File: config.mk
export PLATFORM = sky130hd
export DESIGN_NAME = phase_fifo_align_ctrl
export DESIGN_NICKNAME = d
export VERILOG_FILES = /design/src/rtl/phase_fifo_align_ctrl.sv
export SDC_FILE = /design/constraint.sdc
export NUM_CORES = 1
export LEC_CHECK = 0
export ABC_AREA = 1
export ABC_CLOCK_PERIOD_IN_PS = 1650
export BUFFER_PORTS_ARGS = -buffer_cell sky130_fd_sc_hd__buf_2
export CORE_MARGIN = 3
export CORE_UTILIZATION = 45
export DETAILED_ROUTE_END_ITERATION = 12
export PLACE_DENSITY = 0.69
export SKIP_LAST_GASP = 1
export SYNTH_ARGS = -nofsm -noshare
export SYNTH_HDL_FRONTEND = slang
export SYNTH_SLANG_ARGS = --single-unit
File: constraint.sdc
create_clock -name wr_clk -period 1.65 [get_ports wr_clk]
set_input_delay 0.33 -clock wr_clk [delete_from_list [all_inputs] [get_ports wr_clk]]
set_output_delay 0.33 -clock wr_clk [all_outputs]
set_load 0.01 [all_outputs]
File: src/rtl/phase_fifo_align_ctrl.sv
// phase_fifo_align_ctrl
//   wr_clk-domain reset sequencer and pointer-distance monitor for a 2-clock
//   phase-compensation FIFO. Holds the FIFO in reset until enabled, releases
//   it, waits for the pointers to settle, declares lock, and re-aligns the
//   FIFO when the write/read distance stays outside a legal window.
// Ports:
//   wr_clk        in   FIFO write clock
//   sreset_n      in   synchronous active-low reset
//   enable        in   1 = run the FIFO, 0 = hold it in reset
//   rd_ptr_gray   in   FIFO read pointer, Gray coded, rd_clk domain
//   fifo_sreset_n out  registered active-low reset to the FIFO
//   locked        out  registered; FIFO aligned and in window
//   align_err     out  one-cycle pulse when a re-align is triggered
//   realign_cnt   out  saturating count of re-aligns since sreset_n
//   occupancy     out  registered write/read pointer distance (debug)
module phase_fifo_align_ctrl #(
   parameter int unsigned PTR_WIDTH     = 3,
   parameter int unsigned MIN_OCC       = 1,
   parameter int unsigned MAX_OCC       = 6,
   parameter int unsigned ERR_CYCLES    = 4,
   parameter int unsigned RST_CYCLES    = 4,
   parameter int unsigned SETTLE_CYCLES = 8,
   parameter int unsigned CNT_W         = 8
) (
   input  logic                 wr_clk,
   input  logic                 sreset_n,
   input  logic                 enable,
   input  logic [PTR_WIDTH-1:0] rd_ptr_gray,
   output logic                 fifo_sreset_n,
   output logic                 locked,
   output logic                 align_err,
   output logic [CNT_W-1:0]     realign_cnt,
   output logic [PTR_WIDTH-1:0] occupancy
);

   localparam int unsigned CNT_MAX = (RST_CYCLES > SETTLE_CYCLES) ? RST_CYCLES : SETTLE_CYCLES;
   localparam int unsigned CNT_DW  = (CNT_MAX > 1) ? $clog2(CNT_MAX) : 1;
   localparam int unsigned ERR_W   = $clog2(ERR_CYCLES + 1);

   localparam logic [CNT_DW-1:0]    RST_LOAD    = CNT_DW'(RST_CYCLES - 1);
   localparam logic [CNT_DW-1:0]    SETTLE_LOAD = CNT_DW'(SETTLE_CYCLES - 1);
   localparam logic [ERR_W-1:0]     ERR_LAST    = ERR_W'(ERR_CYCLES - 1);
   localparam logic [PTR_WIDTH-1:0] MIN_W       = PTR_WIDTH'(MIN_OCC);
   localparam logic [PTR_WIDTH-1:0] MAX_W       = PTR_WIDTH'(MAX_OCC);

   typedef enum logic [1:0] {ST_IDLE, ST_RESET, ST_SETTLE, ST_LOCKED} state_t;

   state_t                 state_q, state_d;
   logic [CNT_DW-1:0]      cnt_q, cnt_d;
   logic [ERR_W-1:0]       err_q, err_d;
   logic [PTR_WIDTH-1:0]   sync1_q, sync2_q;
   logic [PTR_WIDTH-1:0]   wp_q, wp_d;
   logic [PTR_WIDTH-1:0]   occ_q, occ_d;
   logic [PTR_WIDTH-1:0]   rd_ptr_bin;
   logic                   fifo_rst_n_q, fifo_rst_n_d;
   logic                   locked_q, locked_d;
   logic                   align_err_q, align_err_d;
   logic [CNT_W-1:0]       realign_q, realign_d;
   logic                   in_win;
   logic                   err_trig;

   // Gray-to-binary: each binary bit is the XOR of all Gray bits at or above it.
   always_comb begin
      rd_ptr_bin = '0;
      for (int unsigned i = 0; i < PTR_WIDTH; i++) begin
         rd_ptr_bin[i] = ^(sync2_q >> i);
      end
   end

   always_comb begin
      in_win   = (occ_q >= MIN_W) && (occ_q <= MAX_W);
      // Fires on the cycle the error run would reach ERR_CYCLES.
      err_trig = (state_q == ST_LOCKED) && !in_win && (err_q == ERR_LAST);
   end

   // State register (plus datapath flops)
   always_ff @(posedge wr_clk) begin
      if (!sreset_n) begin
         state_q      <= ST_IDLE;
         cnt_q        <= '0;
         err_q        <= '0;
         sync1_q      <= '0;
         sync2_q      <= '0;
         wp_q         <= '0;
         occ_q        <= '0;
         fifo_rst_n_q <= 1'b0;
         locked_q     <= 1'b0;
         align_err_q  <= 1'b0;
         realign_q    <= '0;
      end else begin
         state_q      <= state_d;
         cnt_q        <= cnt_d;
         err_q        <= err_d;
         sync1_q      <= rd_ptr_gray;
         sync2_q      <= sync1_q;
         wp_q         <= wp_d;
         occ_q        <= occ_d;
         fifo_rst_n_q <= fifo_rst_n_d;
         locked_q     <= locked_d;
         align_err_q  <= align_err_d;
         realign_q    <= realign_d;
      end
   end

   // Next-state logic; enable=0 overrides the error trigger and counter expiry.
   always_comb begin
      state_d = state_q;
      cnt_d   = cnt_q;
      if (!enable) begin
         state_d = ST_IDLE;
         cnt_d   = '0;
      end else begin
         unique case (state_q)
            ST_IDLE: begin
               state_d = ST_RESET;
               cnt_d   = RST_LOAD;
            end
            ST_RESET: begin
               if (cnt_q == '0) begin
                  state_d = ST_SETTLE;
                  cnt_d   = SETTLE_LOAD;
               end else begin
                  cnt_d = cnt_q - CNT_DW'(1);
               end
            end
            ST_SETTLE: begin
               if (cnt_q == '0) begin
                  state_d = ST_LOCKED;
               end else begin
                  cnt_d = cnt_q - CNT_DW'(1);
               end
            end
            ST_LOCKED: begin
               if (err_trig) begin
                  state_d = ST_RESET;
                  cnt_d   = RST_LOAD;
               end
            end
            default: state_d = ST_IDLE;
         endcase
      end
   end

   // Output / datapath logic
   always_comb begin
      // Outputs are registered from the upcoming state so the FIFO is released
      // on the cycle after RESET expires and locked drops on the trigger cycle.
      fifo_rst_n_d = (state_d == ST_SETTLE) || (state_d == ST_LOCKED);
      locked_d     = (state_q == ST_LOCKED) && (state_d == ST_LOCKED);
      align_err_d  = enable && err_trig;

      realign_d = realign_q;
      if (align_err_d && (realign_q != '1)) begin
         realign_d = realign_q + CNT_W'(1);
      end

      err_d = '0;
      if ((state_q == ST_LOCKED) && enable && !in_win && !err_trig) begin
         err_d = err_q + ERR_W'(1);
      end

      // Mirrors the FIFO's free-running write pointer, held at zero in reset.
      wp_d  = fifo_rst_n_q ? (wp_q + PTR_WIDTH'(1)) : '0;
      occ_d = wp_q - rd_ptr_bin;
   end

   assign fifo_sreset_n = fifo_rst_n_q;
   assign locked        = locked_q;
   assign align_err     = align_err_q;
   assign realign_cnt   = realign_q;
   assign occupancy     = occ_q;

endmodule

# Yosys cells after proc, flatten, opt, wreduce, memory -nomap -nowiden
# Cells that the tools add are included.
[totals] inputBits=6 reg_bits=31 output_inout_bits=14
[classes] n_lt_le_gt_ge=2 muxes=9 addsub=5 reduce_logical=21 n_eq_ne=9
[op_table] op="3-bit one-hot mux with 4 select lines" n=1
[op_table] op="1-bit logical AND" n=9
[op_table] op="3-bit 2-to-1 mux" n=3
[op_table] op="3-bit XOR reduction" n=3
[op_table] op="8-bit by 1-bit adder with 8-bit output, second input constant" n=1
[op_table] op="2-bit == test, second input constant" n=4
[op_table] op="2-bit 2-to-1 mux" n=4
[op_table] op="8-bit != test, second input constant" n=1
[op_table] op="2-bit one-hot mux with 4 select lines" n=1
[op_table] op="2-bit AND reduction" n=4
[op_table] op="3-bit by 1-bit adder with 3-bit output, second input constant" n=2
[op_table] op="2-bit != test, second input constant" n=2
[op_table] op="3-bit by 2-bit == test with 1-bit output, second input constant" n=1
[op_table] op="3-bit by 1-bit >= comparator with 1-bit output, second input constant" n=1
[op_table] op="3-bit less-or-equal comparator, second input constant" n=1
[op_table] op="3-bit zero test" n=1
[op_table] op="3-bit by 1-bit subtractor with 3-bit output, second input constant" n=1
[op_table] op="3-bit subtractor" n=1
[op_table] op="2-bit by 1-bit == test with 1-bit output, second input constant" n=1
[op_table] op="1-bit zero test" n=2
[op_table] op="2-bit zero test" n=1
[op_table] op="1-bit logical OR" n=1

# Longest topological paths before layout
# Gate-level depths: netlist of the first run.
[depth] ltp_word=10 ltp_mapped=10 mapped_depth_nobuf=9

# Least setup slack after synthesis of the first run
# OpenSTA, ideal clock, no wires.
[synth_timing] path_type="register to register" start="register sync2_q[2]" end="register occ_q[2], in the netlist occupancy[2]" slack_ns=-0.192 synth_period_minus_slack_ns=1.842 setup_time_ns=0.070 arrival_ns=1.773 stages_incl_launch_ff=10 required_time_ns=1.580 cell_sequence="dfxtp_1 > xnor2_1 > xor2_1 > inv_1 > ha_1 > inv_1 > fa_1 > xor2_1 > or2_2 > a21oi_1"
[synth_via] elab_chain_len=2 elab_cells_between_ends=4 cone_classes="1 x add/sub; 3 x reduce/logical"
[synth_rtl] item="start, declared" line_no="51" source="logic [PTR_WIDTH-1:0] sync1_q, sync2_q;"
[synth_rtl] item="start signal, assigned" line_no="95" source="sync2_q <= sync1_q;"
[synth_rtl] item="3-bit XOR reduction" line_no="66" source="rd_ptr_bin[i] = ^(sync2_q >> i);"
[synth_rtl] item="3-bit subtractor (*)" line_no="164" source="occ_d = wp_q - rd_ptr_bin;"
[synth_rtl] item="end signal, assigned" line_no="85" source="occ_q <= '0;"
[synth_rtl] item="end signal, assigned" line_no="97" source="occ_q <= occ_d;"
[synth_rtl] item="end, declared" line_no="53" source="logic [PTR_WIDTH-1:0] occ_q, occ_d;"
# Mark *: on every way between the ends. The rest lies on a longest branch, timed or not.
# A chain may end at the register's enable or synchronous reset.

# Worst setup path after layout of the first run
# Ends and elaborated chain as after synthesis.

==> results of run 1 <==
==> worst paths after layout <==
check | startpoint | to | slack, ns | depth (start not counted)
worst max-delay path | sync2_q[2] | occupancy[2] | -0.1 | 9
worst min-delay path | rd_ptr_gray[0] | sync1_q[0] | 0.19 | 3
worst max register to register | sync2_q[2] | occupancy[2] | -0.1 | 9
worst min register to register | sync1_q[2] | sync2_q[2] | 0.41 | 2
==> timing repair <==
item                       in CTS  in global routing
pin swaps                       2                  3
hold buffers                    0                  0
setup endpoints to repair       1                  2
gates resized for setup         2                  4
==> layer usage <==
| metal | global-route usage (%) | up-vias | part of all wire (%) |
|---|---|---|---|
| met2 | 22.2 | 31 | 44 |
| met4 | 5.66 | 0 | 1.6 |
| met3 | 4.81 | 5 | 5.5 |
| met1 | 17.4 | 528 | 49 |
| met5 | 0 | - | 0 |
| li1 | - | 672 | - |
==> sequential cells by signal (all words and copies together), names as in the netlist, 2 cells and up <==
name,count
err_q,3
sync1_q,3
realign_cnt,8
state_q,2
wp_q,3
occupancy,3
cnt_q,3
sync2_q,3
==> report_power, final <==
part           total, W  internal (W)  switching (W)
Sequential     0.000780      0.000767      0.0000127
Combinational  0.000133     0.0000605      0.0000723
Clock          0.000439      0.000197       0.000242
==> tightest hold or removal path, delay by kind of cell <==
family	cells	cell delay, ns
buf+inv	2	0.11
simple gates	1	0.04
==> final cells by class <==
| type | count | share of cell area, % |
|---|---|---|
| clock buffers | 6 | 2.91 |
| clock inverters | 1 | 0.284 |
| inverters | 38 | 8.09 |
| multi-input cells | 129 | 41.6 |
| flip-flops and latches | 31 | 35.3 |
| well taps | 44 | 3.12 |
| repair buffers | 25 | 8.66 |
==> metrics by stage <==
step           instances  hold WS, ns
2_1_floorplan        200        0.390
6_report             274        0.190
3_3_place_gp         267        0.393
4_1_cts              274        0.176
5_1_grt              274        0.203
3_5_place_dp         267        0.396
==> kinds of logic after synthesis <==
group | after synthesis
buf+inv | 40
compound gates | 17
fa+ha+maj | 12
simple gates | 94
flops | 31
xor+xnor | 6
==> cell usage in the layout (no fill, tap or decap), types with 2 or more instances in the layout <==
| master | instances |
|---|---|
| nand2_1 | 46 |
| inv_1 | 37 |
| nor2_1 | 29 |
| dfxtp_1 | 29 |
| buf_2 | 19 |
| nand3_1 | 10 |
| ha_1 | 10 |
| a21oi_1 | 8 |
| clkbuf_4 | 5 |
| buf_4 | 5 |
| nand4_1 | 3 |
| o21ai_0 | 3 |
| xor2_1 | 2 |
| nor2_2 | 2 |
| nand2_2 | 2 |
| xnor2_1 | 2 |
| o21ai_1 | 2 |
| dfxtp_2 | 2 |
==> impl_results.md, run 1 <==
* Top post-synthesis cells by area: dfxtp_1 42%, nand2_1 12%, inv_1 9.6%
* Area of the multi-input gates at 733 sq um
* Final hold vios at 0
* Design area at 1760 sq um
* Count leader, synth: nand2_1
* Adder-Cell Fraction of Synth Area at 10.6%
* DP Wirelength at 1.91 mm
* Worst path bufs/invs at 2
* NumNets Final at 248
* Worst Skew at 0.00846 ns
* Clock buffer depth at 2
* Number of antenna violations at the first check in global routing at 0
* Netlist cell types at 21
* Crit-path max FO at 2
* Initial Util at 48.1%
* Post-synth top area share at 41.6%
* Core Footprint at 3100 sq um
* Syn Area/Cell at 7.46 sq um
* Worst Setup End Kind: flop
* Maximum vdd ir drop at 0.000489 V
* Power consumption at 0.00135 W
* Clock-pin slew on the worst setup and hold paths at 0.09 ns
* Util after Layout at 56.8%
* Worst skew pair latency at 0.32 ns
* Pre-CTS setup slack at -0.104 ns
* Placed Area at 1690 sq um
* Synth Area in Simple Gates at 27.0%
* Die Span Y at 63.6 um
* DRC at 0
* Mux contribution to synthesized area at 0%
* Synth Cell Area at 1490 sq um
* Sink Count at 31
* Leakage at 0.913 nW
* RSZ-0062 raised after global routing: yes
* Top Ports at 20
* Fin crit period at 1.75 ns
* Sequential standard cell area at 623 sq um
* Vias per Instance at 4.51
* Final worst-path cycle share at 106%
* Clock buffer count from CTS at 5
* ANT nets after route at 0
* CTS root buf: clkbuf_4
* Status: complete, but fails checks
* Final slew viol count at 0
* Port buffer count at 19
* Final WS setup at -0.0970 ns
* Peak Freq at 572 MHz
* Ys async rst share at 0%
* Seq cells post-synth at 31
* WS Path Type: reg -> reg
* DR WL/cell at 9.20 um
* Antenna cells at 0
* Rows at 20
* Cell taking the most area after synthesis: dfxtp_1
* Slowest stage delay, CP at 0.34 ns
* Critical Path RT at 1.90 ns
* Vias post-DR at 1236
* Total of max-cap violations at 0
* Post-synth top cells: 46 x nand2_1, 38 x inv_1, 31 x dfxtp_1, 29 x nor2_1, 11 x ha_1
* Global placement routability congestion at 0.883
* TNS Setup at -0.0970 ns
* Worst Setup Start Kind: flop
* # setup viols final at 1
* TritonCTS clock tree: done
* Htree depth at 2
* Mapped Nets at 218
* Worst-Margin Slew at 0.245 ns
* Setup bufs post-CTS at 0
* Post-synth top flop: dfxtp_1
* Post-synthesis compound-gate area fraction at 6.29%
* First drt pass iteration count at 4
* Largest family of logic cells by synthesized area: simple AND/OR/NAND/NOR gates
* Number of DRC markers in iteration 0 at 35
* Rel. slew slack at 83.6%
* Synth warn at 0
* XOR/XNOR Fraction of Synth Area at 3.52%
* GRT Util Overall at 14.0%
* Number of synthesized flops with an enable pin at 0
* Number of fill cells in the layout at 311
* Overflow after GRT at 0
* Slowest CP cell: dfxtp_2
* Worst min path class: in -> reg
* Failing checks: setup timing
* Pwr per Cell Area at 767 nW/um^2
* Syn Inst Count at 200
* Pin count of the biggest net entering global routing at 12
* Share of layout cells above drive strength 1 at 20.4%
* Layout Area Growth over Synthesis at 18.1%
* Critical path, cell by cell: xnor2_2 -> xor2_1 -> inv_1 -> ha_2 -> inv_2 -> fa_2 -> xor2_2 -> or2_4 -> a21oi_2
* Register area share after synthesis at 41.6%
* Worst EP arrival at 2.00 ns
* Vias in the first global route at 1088
* First-pass GRT wire length at 4.48 mm
* Routed WL at 2.52 mm
* Die ar. at 4040 sq um
* Chip width at 63.6 um
* Worst path top cell family by delay: adder cells
Power figures use the tool's default switching activity.
==> inputs of run 2 (changes only) <==
--- a/config.mk
+++ b/config.mk
@@ -5,13 +5,13 @@
 export SDC_FILE = /design/constraint.sdc
 export NUM_CORES = 1
 export LEC_CHECK = 0
-export ABC_AREA = 1
-export ABC_CLOCK_PERIOD_IN_PS = 1650
+export ABC_CLOCK_PERIOD_IN_PS = 1400
 export BUFFER_PORTS_ARGS = -buffer_cell sky130_fd_sc_hd__buf_2
 export CORE_MARGIN = 3
 export CORE_UTILIZATION = 45
+export CTS_BUF_LIST = sky130_fd_sc_hd__clkbuf_8
 export DETAILED_ROUTE_END_ITERATION = 12
-export PLACE_DENSITY = 0.69
+export PLACE_DENSITY = 0.7
 export SKIP_LAST_GASP = 1
 export SYNTH_ARGS = -nofsm -noshare
 export SYNTH_HDL_FRONTEND = slang
==> constraint.sdc (replaced) <==
create_clock -name wr_clk -period 1.4 [get_ports wr_clk]
set_input_delay 0.28 -clock wr_clk [delete_from_list [all_inputs] [get_ports wr_clk]]
set_output_delay 0.28 -clock wr_clk [all_outputs]
set_load 0.01 [all_outputs]
==> run 2 against run 1 <==
Net effect:
- the flow still finishes with violations (setup timing)
- utilization is 16 points higher
- worst hold slack better by 0.014 ns
- fmax is 3.6% lower
- setup slack worse by 0.32 ns
- first-iteration DRC count is 100% higher
- die area is 5.0% lower
- combinational power is 41% higher
- clock power is 50% higher
- flip-flop and latch count stayed put
- critical path depth is 1 lower
- sequential share of layout area is 5.2 points lower
- largest cell class unchanged
- highest routed layer unchanged
==> impl_results.md, run 2 <==
* Sink Count at 31 (unchanged)
* Mapped Nets at 169 (was 218)
* Syn Inst Count at 151 (was 200)
* Post-synth top cells: 31 x dfxtp_1, 13 x nor2_1, 12 x inv_1, 11 x ha_1 (was 46 x nand2_1, 38 x inv_1, 31 x dfxtp_1, 29 x nor2_1, 11 x ha_1)
* Rows at 19 (was 20)
* Register area share after synthesis at 44.0% (was 41.6%)
* Share of layout cells above drive strength 1 at 44.1% (was 20.4%)
* Hold buffer count at cts at 0 (unchanged)
* Pin count of the biggest net entering global routing at 14 (was 12)
* Clock buffer depth at 2 (unchanged)
* CTS root buf: clkbuf_8 (was clkbuf_4)
* GRT Util Overall at 20.1% (was 14.0%)
* WS Path Type: reg -> reg (unchanged)
* Global placement routability congestion at 0.851 (was 0.883)
* Initial Util at 49.0% (was 48.1%)
* Number of antenna violations at the first check in global routing at 0 (unchanged)
* Worst min path class: in -> reg (unchanged)
* Failing checks: setup timing (unchanged)
* Antenna cells at 0 (unchanged)
* Final WS setup at -0.412 ns (was -0.0970 ns)
* Final worst-path cycle share at 129% (was 106%)
* Util after Layout at 72.6% (was 56.8%)
* Top post-synthesis cells by area: dfxtp_1 44%, ha_1 9.8%, nor2_1 3.5% (was dfxtp_1 42%, nand2_1 12%, inv_1 9.6%)
* RSZ-0062 raised after global routing: yes (unchanged)
* DP Wirelength at 2.30 mm (was 1.91 mm)
* Leakage at 0.853 nW (was 0.913 nW)
* Ys async rst share at 0% (unchanged)
* Clock-pin slew on the worst setup and hold paths at 0.06 ns (was 0.09 ns)
* Core Footprint at 2880 sq um (was 3100 sq um)
* TritonCTS clock tree: done (unchanged)
* Netlist cell types at 40 (was 21)
* Port buffer count at 19 (unchanged)
* Die Span Y at 62.0 um (was 63.6 um)
* Maximum vdd ir drop at 0.000708 V (was 0.000489 V)
* Peak Freq at 552 MHz (was 572 MHz)
* Number of synthesized flops with an enable pin at 0 (unchanged)
* Critical Path RT at 1.56 ns (was 1.90 ns)
* Critical path, cell by cell: ha_4 -> ha_4 -> and4_4 -> buf_6 -> o32a_1 -> buf_4 -> a21oi_2 -> a211oi_1 (was xnor2_2 -> xor2_1 -> inv_1 -> ha_2 -> inv_2 -> fa_2 -> xor2_2 -> or2_4 -> a21oi_2)
* Hold slack at 0.204 ns (was 0.190 ns)
* Worst Setup Start Kind: flop (unchanged)
* Top Ports at 20 (unchanged)
* Worst Setup End Kind: flop (unchanged)
* Vias per Instance at 5.41 (was 4.51)
* Chip width at 62.0 um (was 63.6 um)
* NumNets Final at 230 (was 248)
* Crit-path max FO at 5 (was 2)
* Post-synth top area share at 44.0% (was 41.6%)
* Clock buffer count from CTS at 5 (unchanged)
* Slowest stage delay, CP at 0.39 ns (was 0.34 ns)
* Number of DRC markers in iteration 0 at 70 (was 35)
* Count leader, synth: dfxtp_1 (was nand2_1)
* # setup viols final at 16 (was 1)
* Fin crit period at 1.81 ns (was 1.75 ns)
* Status: complete, but fails checks (unchanged)
* DRC at 0 (unchanged)
* Worst skew pair latency at 0.28 ns (was 0.32 ns)
* Syn Area/Cell at 9.34 sq um (was 7.46 sq um)
* Final hold vios at 0 (unchanged)
* DR WL/cell at 14.2 um (was 9.20 um)
* Die ar. at 3840 sq um (was 4040 sq um)
* Layout Area Growth over Synthesis at 48.0% (was 18.1%)
* Worst EP arrival at 1.97 ns (was 2.00 ns)
* Worst-Margin Slew at 0.528 ns (was 0.245 ns)
* Max FFs per register at 8 (unchanged)
* Pre-CTS setup slack at -0.435 ns (was -0.104 ns)
* Htree depth at 2 (unchanged)
* Worst Skew at 0.00454 ns (was 0.00846 ns)
* Post-synth top flop: dfxtp_1 (unchanged)
* Synth Cell Area at 1410 sq um (was 1490 sq um)
* Vias in the first global route at 1277 (was 1088)
* CP most frequent cell: ha_4
* Most frequent cells in the layout: 35 x buf_4, 25 x dfxtp_1, 19 x buf_2 (was 46 x nand2_1, 37 x inv_1, 29 x nor2_1, 29 x dfxtp_1, 19 x buf_2)
* Pwr per Cell Area at 851 nW/um^2 (was 767 nW/um^2)
* Final slew viol count at 0 (unchanged)
* First drt pass iteration count at 4 (unchanged)
* ANT nets after route at 0 (unchanged)
* Slowest CP cell: o32a_1 (was dfxtp_2)
* Synth warn at 0 (unchanged)
* Most common cell after layout, fill and taps aside: buf_4 (was nand2_1)
* Rel. slew slack at 64.8% (was 83.6%)
* Seq cells post-synth at 31 (unchanged)
* Cell taking the most area after synthesis: dfxtp_1 (unchanged)
* Vias post-DR at 1379 (was 1236)
* First-pass GRT wire length at 5.57 mm (was 4.48 mm)
* Overflow after GRT at 0 (unchanged)
* Routed WL at 3.62 mm (was 2.52 mm)
* Total of max-cap violations at 0 (unchanged)
[run 2: cell count changes after synthesis, sizes merged, moves of 3 or more]
cell,before,now
and3,0,3
or4,0,3
nand2,48,8
inv,38,12
nor2,31,13
o31ai,0,3
nor3,0,7
or3,0,3
xor2,3,0
and2,0,7
nand3,10,2
[run 2: final cells by class]
| type | count | area [sq um] |
|---|---|---|
| Multi-Input combinational cell | 104 | 885 |
| Fill cell | 209 | 790 |
| Sequential cell | 31 | 628 |
| Timing Repair Buffer | 57 | 392 |
| Clock buffer | 5 | 68.8 |
| Tap cell | 42 | 52.6 |
| Inverter | 13 | 48.8 |
| Clock inverter | 3 | 12.5 |
[run 2: logic make-up after synthesis]
family                   after synthesis  synth area share (%)
AO/OA/AOI/OAI                         28                  13.3
XOR/XNOR                               5                  3.11
adder cells (fa/ha/maj)               12                  11.2
buffers and inverters                 16                  4.35
flip-flops                            31                  44.0
multiplexers                           1                 0.710
AND/OR/NAND/NOR                       58                  23.3
[run 2: worst max-delay path, delay by kind of cell (launching register included)]
family | cells | cell delay [ns]
AOI/OAI and AO/OA | 3 | 0.56
DFF | 1 | 0.33
adders and majority gates | 2 | 0.32
buffers and inverters | 2 | 0.28
and+or+nand+nor | 1 | 0.20
[run 2: stage by stage]
step	total power [W]	cells	instance area, sq um	TNS [ns]
floorplan	0.00104	151	1460	-1.96
global placement	0.00110	238	1810	-3.91
global route	0.00185	255	2090	-6.25
detailed placement	0.00111	238	1810	-4.86
finish	0.00178	255	2090	-4.91
CTS	0.00178	250	1980	-4.54
[run 2: per-layer routing]
layer  vias to the layer above  wire length [um]  global-route usage (%)
li1                        657                 -                       -
met1                       650              1420                    22.2
met2                        53              1860                    34.9
met3                        19               208                    6.40
met4                         0               130                    9.39
met5                         -                 0                       0
[run 2: path summary, 6_finish.rpt]
path         slack [ns]         end      startpoint  depth (start not counted)
max               -0.41    cnt_q[2]        err_q[0]                          8
min                0.20  sync1_q[0]  rd_ptr_gray[0]                          2
max reg2reg       -0.41    cnt_q[2]        err_q[0]                          8
min reg2reg        0.43  sync2_q[0]      sync1_q[0]                          1
[run 2: timing repair]
item / CTS / global route
resized for setup: 15 / 16
pin swaps: 12 / 6
cloned: 0 / 0
setup buffers: 4 / 5
endpoints found under the setup margin: 16 / 19
[run 2: power by group]
part	total, W	switching (W)	internal, W
Clock	0.000660	0.000327	0.000333
Sequential	0.000929	0.0000210	0.000908
Combinational	0.000188	0.0000921	0.0000960
Total	0.00178	0.000440	0.00134
